$ cat config.mk
export PLATFORM = sky130hd
export DESIGN_NAME = systolic_feeder
export DESIGN_NICKNAME = d
export VERILOG_FILES = /design/src/rtl/mm_pkg.sv /design/src/rtl/skew_line.sv /design/src/rtl/systolic_feeder.sv
export SDC_FILE = /design/constraint.sdc
export NUM_CORES = 1
export LEC_CHECK = 0
export ABC_AREA = 1
export CORE_AREA = 4 4 122 124
export DETAILED_ROUTE_END_ITERATION = 10
export DIE_AREA = 0 0 126 128
export DONT_BUFFER_PORTS = 1
export PLACE_DENSITY = 0.87
export SLEW_MARGIN = 25
export SYNTH_ARGS = -nofsm -noshare
export SYNTH_HDL_FRONTEND = slang
export SYNTH_HIERARCHICAL = 1
export SYNTH_SLANG_ARGS = --single-unit
$ cat constraint.sdc
create_clock -name clk -period 5.3 [get_ports clk]
set_input_delay 0.265 -clock clk [delete_from_list [all_inputs] [get_ports clk]]
set_output_delay 0.265 -clock clk [all_outputs]
set_load 0.01 [all_outputs]
$ cat src/rtl/mm_pkg.sv
// Shared types and sizing helpers for the systolic matrix-multiply datapath.
package mm_pkg;

  typedef enum logic [1:0] {IDLE, FEED, DRAIN, DONE} feeder_state_e;

  localparam int unsigned DefDataWidth = 8;
  localparam int unsigned DefN         = 4;
  localparam int unsigned DefKMax      = 255;

  function automatic int unsigned k_width(input int unsigned k_max);
    return $clog2(k_max + 1);
  endfunction

  // Step counter must hold K_MAX + 2N - 3 without wrapping.
  function automatic int unsigned step_width(input int unsigned k_max, input int unsigned n);
    return $clog2(k_max + 2 * n - 2);
  endfunction

endpackage

$ cat src/rtl/skew_line.sv
// Enabled shift register with synchronous clear; one per array edge lane.
module skew_line #(
  parameter int unsigned DATA_WIDTH = 8,
  parameter int unsigned DEPTH      = 1
) (
  input  logic                  clk,
  input  logic                  reset,
  input  logic                  clr,
  input  logic                  en,
  input  logic [DATA_WIDTH-1:0] d,
  output logic [DATA_WIDTH-1:0] q
);

  logic [DATA_WIDTH-1:0] stage_q [DEPTH];

  always_ff @(posedge clk) begin
    if (reset || clr) begin
      for (int unsigned s = 0; s < DEPTH; s++) stage_q[s] <= '0;
    end else if (en) begin
      stage_q[0] <= d;
      for (int unsigned s = 1; s < DEPTH; s++) stage_q[s] <= stage_q[s-1];
    end
  end

  assign q = stage_q[DEPTH-1];

endmodule

$ cat src/rtl/systolic_feeder.sv
// Skews A columns / B rows into an N x N MAC array, then drains zeros until C is final.
// Optional stall counter port enabled by defining FEEDER_PERF_CNT_EN.
module systolic_feeder
  import mm_pkg::*;
#(
  parameter int unsigned DATA_WIDTH = DefDataWidth,
  parameter int unsigned N          = DefN,
  parameter int unsigned K_MAX      = DefKMax,
  parameter int unsigned KW         = k_width(K_MAX)
) (
  input  logic                    clk,
  input  logic                    reset,
  input  logic                    start_i,
  input  logic [KW-1:0]           k_len_i,
  output logic                    busy_o,
  output logic                    done_o,
  input  logic                    in_valid_i,
  output logic                    in_ready_o,
  input  logic [N*DATA_WIDTH-1:0] a_col_i,
  input  logic [N*DATA_WIDTH-1:0] b_row_i,
  output logic                    ld_o,
  output logic [N*DATA_WIDTH-1:0] a_edge_o,
  output logic [N*DATA_WIDTH-1:0] b_edge_o,
  output logic [2*N-2:0]          clr_n_o
`ifdef FEEDER_PERF_CNT_EN
  ,
  output logic [31:0]             stall_cnt_o
`endif
);

  localparam int unsigned TW = step_width(K_MAX, N);

  feeder_state_e     state_q;
  logic [TW-1:0]     t_q;
  logic [TW-1:0]     k_q;
  logic [KW:0]       k_ext;
  logic [TW-1:0]     k_sat;
  logic              start_job;
  logic              adv;
  logic              last_beat;
  logic              last_drain;
  logic [N*DATA_WIDTH-1:0] a_src;
  logic [N*DATA_WIDTH-1:0] b_src;

  assign k_ext      = {1'b0, k_len_i};
  assign k_sat      = (k_ext > (KW+1)'(K_MAX)) ? TW'(K_MAX) : TW'(k_len_i);
  assign start_job  = (state_q == IDLE) && start_i;
  assign adv        = ((state_q == FEED) && in_valid_i) || (state_q == DRAIN);
  assign last_beat  = (t_q == k_q - TW'(1));
  assign last_drain = (t_q == k_q + TW'(2 * N - 3));

  assign busy_o     = (state_q != IDLE);
  assign in_ready_o = (state_q == FEED);

  // Zeros are injected during DRAIN so every job leaves trailing zeros in the array.
  assign a_src = (state_q == FEED) ? a_col_i : '0;
  assign b_src = (state_q == FEED) ? b_row_i : '0;

  always_ff @(posedge clk) begin
    if (reset) begin
      state_q <= IDLE;
      t_q     <= '0;
      k_q     <= '0;
      ld_o    <= 1'b0;
      done_o  <= 1'b0;
      clr_n_o <= '1;
    end else begin
      ld_o   <= adv;
      done_o <= (state_q == DONE);
      for (int d = 0; d < 2 * N - 1; d++) clr_n_o[d] <= !(adv && (t_q == TW'(d)));
      if (adv) t_q <= t_q + TW'(1);
      unique case (state_q)
        IDLE: begin
          if (start_i) begin
            t_q     <= '0;
            k_q     <= k_sat;
            state_q <= (k_sat == '0) ? DONE : FEED;
          end
        end
        FEED:    if (in_valid_i && last_beat) state_q <= DRAIN;
        DRAIN:   if (last_drain) state_q <= DONE;
        DONE:    state_q <= IDLE;
        default: state_q <= IDLE;
      endcase
    end
  end

  for (genvar g = 0; g < N; g++) begin : g_lane
    skew_line #(
      .DATA_WIDTH(DATA_WIDTH),
      .DEPTH     (g + 1)
    ) u_a_skew (
      .clk  (clk),
      .reset(reset),
      .clr  (start_job),
      .en   (adv),
      .d    (a_src[g*DATA_WIDTH +: DATA_WIDTH]),
      .q    (a_edge_o[g*DATA_WIDTH +: DATA_WIDTH])
    );
    skew_line #(
      .DATA_WIDTH(DATA_WIDTH),
      .DEPTH     (g + 1)
    ) u_b_skew (
      .clk  (clk),
      .reset(reset),
      .clr  (start_job),
      .en   (adv),
      .d    (b_src[g*DATA_WIDTH +: DATA_WIDTH]),
      .q    (b_edge_o[g*DATA_WIDTH +: DATA_WIDTH])
    );
  end

`ifdef FEEDER_PERF_CNT_EN
  always_ff @(posedge clk) begin
    if (reset || start_job) begin
      stall_cnt_o <= '0;
    end else if ((state_q == FEED) && !in_valid_i && (stall_cnt_o != '1)) begin
      stall_cnt_o <= stall_cnt_o + 32'd1;
    end
  end
`else
  // No stall counter in this build.
`endif

endmodule

==> run summary <==
For the number of warnings reported in the yosys synthesis log, the log shows 6. The run gives 0.200 as the overall global routing resource usage. Before antenna repair, the detailed router went through 4 iterations.

After floorplanning, the core was sized to cover 13,800 um^2. The wire-length estimate of the detail-placed layout is 11.2 mm. The maximum clock path buffer count came out at 2.

Hold violation count in the final report: 0. By startpoint and endpoint, the worst setup path is classified as reg -> reg. The height of the die was 128 um; the post-synthesis instance total was 960.

For this run, the number of standard cells in the final layout without fillers is 1,120. For this run the aggregate overflow at the end of global routing stands at 0. After detailed routing, the average wire length per cell comes to 14.0 um. Of all nets on the critical path, the largest fanout is 24. At the end of routability-driven placement, the weighted congestion stood at 0.878. The count of max-cap constraint violations is 0. Dividing total power by cell area gives a power density of 499 nW/um^2. Fraction of the yosys area taken by sequential cells: 0.608. Entering global routing, the biggest net connects 67 pins. Static timing analysis puts the maximum clock frequency at 370 MHz. The horizontal die dimension was 126 um. The run finished with clean final reports. The effective utilization at floorplan is 0.641. The data required time at the worst endpoint was 5.25 ns; the count of distinct cell types in the synthesized netlist was 31. Summing all multi-input logic gate instances after layout gives 2040 um^2. Counting flops and latches in the post-synthesis netlist gives 188.

Number of max-slew violations in the final report: 0. For this block, the routed nets add up to 15.7 mm of wire. Share of the cycle needed by the critical path after routing: 0.510.

The layout cell share with drive strength beyond 1 works out to 0.0830. Clock tree synthesis selected as its root buffer the cell sky130_fd_sc_hd__clkbuf_16. The fill cell instance count of the final layout is 1,078, and the total clock buffers created by CTS is 17. In this run the worst hold path is classified as in -> reg.

The tools report the core occupancy in the finished layout as 0.671. The run gives 8830 um^2 as the summed instance area of the synthesized netlist. The library cells used most frequently in the layout, excluding fill and tap cells, are sky130_fd_sc_hd__inv_1 (262), sky130_fd_sc_hd__nor2_1 (183), sky130_fd_sc_hd__edfxtp_1 (160). The logs give 0.00807 ns for the clock skew after layout and 0.351 for the headroom to the max-slew limit.

Including well taps, the total number of placed cells is 1,088. The combined flip-flop and latch cell area is 5370 um^2, and the worst supply voltage drop on vdd is 0.000285 V. The floorplan step defined a die boundary enclosing 16,100 um^2.

The tools report the number of global-route vias before repair as 5,176. Adding up every negative setup slack in the final design gives 0 ns. TritonCTS built the clock tree.

During placement, the flow inserted port buffers numbering 0. For the finished layout, the period the worst path requires is 2.71 ns. Number of setup violations in the final report: 0.

In this run the static leakage power is 0.00411 uW. The post-synthesis to final-layout area growth was 4.65%; the total number of vias was 5,435. Setup repair after global routing left no endpoint under its margin.

The tools report the number of DRC markers after the initial detailed-route iteration as 355. In this run the count of I/O pins placed on the die edge is 151. Most common cell after layout, fill and taps aside: sky130_fd_sc_hd__inv_1. Initial antenna violation count: 0. The first global-routing pass estimated 25.2 mm of wire.

Clock tree synthesis found a total of 188 sinks. For the total inserted antenna cells, the log shows 0. At the later pin of the worst-skew pair, clock insertion delay measures 0.42 ns. The slew at the pin closest to its max-slew limit came out at 0.972 ns. The tools report the kind of start point of the critical path as a flip-flop. The signal arrival time at the worst endpoint was 2.65 ns.

For this run, the post-layout net count is 1,015. The average cell area after synthesis was 9.20 um^2. The tools report the critical path endpoint category as a flip-flop. Once detail routing completed, the nets flagged for antenna violations numbered 0. Clock-pin slew was measured on the worst setup and hold paths at 0.07 ns. After detailed routing, the number of remaining DRC violations is 0. The vias per cell was 4.85; the number of levels in the clock H-tree was 4.

The initialized floorplan defines 43 standard-cell rows. The number of nets handed over by synthesis was 1,047.
## per-stage QoR
stage	setup WS, ns	hold slack, ns	cell area [um^2]	power (uW)
floorplan	2.78	0.336	8830	3270
global placement	2.71	0.344	8660	3340
detailed placement	2.59	0.348	8660	3420
CTS	2.58	0.0262	9240	4650
global route	2.36	0.0299	9240	4900
finish	2.59	0.0444	9240	4610
## kinds of logic (layout without fill, tap and decap cells)
group                      after synthesis  in the layout  share of synthesized area
AOI/OAI and AO/OA                       24             24                     0.0145
buffers and inverters                  323            303                      0.161
xor gates and xnor gates                 8              8                    0.00794
and+or+nand+nor                        406            406                      0.193
DFF                                    188            188                      0.608
adders and majority gates               11             11                     0.0156
## timing repair
action,4_1_cts,5_1_grt
buffers inserted,0,0
hold buffers,1,0
endpoints found under the hold margin,8,0
resized for setup,0,0
## critical path, stage by stage (launching register included)
cell,delay [ns]
sky130_fd_sc_hd__dfxtp_1,0.38
sky130_fd_sc_hd__inv_1,0.10
sky130_fd_sc_hd__ha_1,0.22
sky130_fd_sc_hd__nand2_1,0.38
sky130_fd_sc_hd__inv_1,0.35
sky130_fd_sc_hd__nor2_2,0.22
sky130_fd_sc_hd__nand2_1,0.58
## registers in the layout, summed over array words and instances, names as in the netlist
signal                   flops
clr_n_o                      7
done_o                       1
g_lane.u_a_skew/stage_q     80
g_lane.u_b_skew/stage_q     80
k_q                          8
ld_o                         1
state_q                      2
t_q                          9
## Yosys cell counts
cell type	instances	area (um^2)
sky130_fd_sc_hd__buf_2	2	10.0
sky130_fd_sc_hd__nor4_1	3	18.8
sky130_fd_sc_hd__nor3b_1	1	7.51
sky130_fd_sc_hd__buf_4	32	240
sky130_fd_sc_hd__xnor2_1	2	17.5
sky130_fd_sc_hd__clkinv_1	1	3.75
sky130_fd_sc_hd__dfxtp_1	28	561
sky130_fd_sc_hd__nand3_1	23	115
sky130_fd_sc_hd__o21ai_2	1	8.76
sky130_fd_sc_hd__clkbuf_1	9	33.8
sky130_fd_sc_hd__or2_2	2	12.5
sky130_fd_sc_hd__nand3b_1	1	7.51
sky130_fd_sc_hd__nand4_1	8	50.1
sky130_fd_sc_hd__nor3_1	4	20.0
sky130_fd_sc_hd__xor2_1	6	52.6
sky130_fd_sc_hd__nor2_1	183	687
sky130_fd_sc_hd__nor2_2	21	131
sky130_fd_sc_hd__a211oi_1	1	7.51
sky130_fd_sc_hd__o21ai_0	11	55.1
sky130_fd_sc_hd__edfxtp_1	160	4800
sky130_fd_sc_hd__inv_1	262	983
sky130_fd_sc_hd__a31oi_1	1	6.26
sky130_fd_sc_hd__and2_0	1	6.26
sky130_fd_sc_hd__inv_2	5	18.8
sky130_fd_sc_hd__a21oi_1	10	50.1
sky130_fd_sc_hd__nor4_2	1	12.5
sky130_fd_sc_hd__nand2_1	143	537
sky130_fd_sc_hd__ha_1	11	138
sky130_fd_sc_hd__nor2_4	1	11.3
sky130_fd_sc_hd__buf_6	12	135
sky130_fd_sc_hd__nand2_2	14	87.6
## area by class of cell
type                    instances  area share
well taps                     180      0.0244
clock inverters                14      0.0156
multi-input cells             449       0.221
inverters                     268       0.109
repair buffers                  4     0.00352
clock buffers                  17      0.0460
flip-flops and latches        188       0.581
## routing by layer
layer  up-vias  track usage  wire (um)
li1       2768            -          -
met1      2475        0.241       6170
met2       173        0.347       8250
met3        19       0.0554        972
met4         0       0.0726        303
met5         -            0          0
## power by group
group	total, uW	switching [uW]	internal, uW	leakage (uW)
clock	1230	533	695	0.000282
combinational	932	687	246	0.00183
sequential	2450	287	2160	0.00200
total	4610	1510	3100	0.00411
## path summary, 6_finish.rpt
kind                   start                                 to  slack, ns  cells past startpoint
setup reg to reg  state_q[0]  g_lane[2].u_a_skew/stage_q[0][17]       2.59                      6
setup / recovery  state_q[0]  g_lane[2].u_a_skew/stage_q[0][17]       2.59                      6
hold / removal    k_len_i[4]                             k_q[4]       0.04                      2
hold reg to reg   state_q[0]                         state_q[0]       0.53                      2
Note: power is estimated with default switching activity, not from simulation.
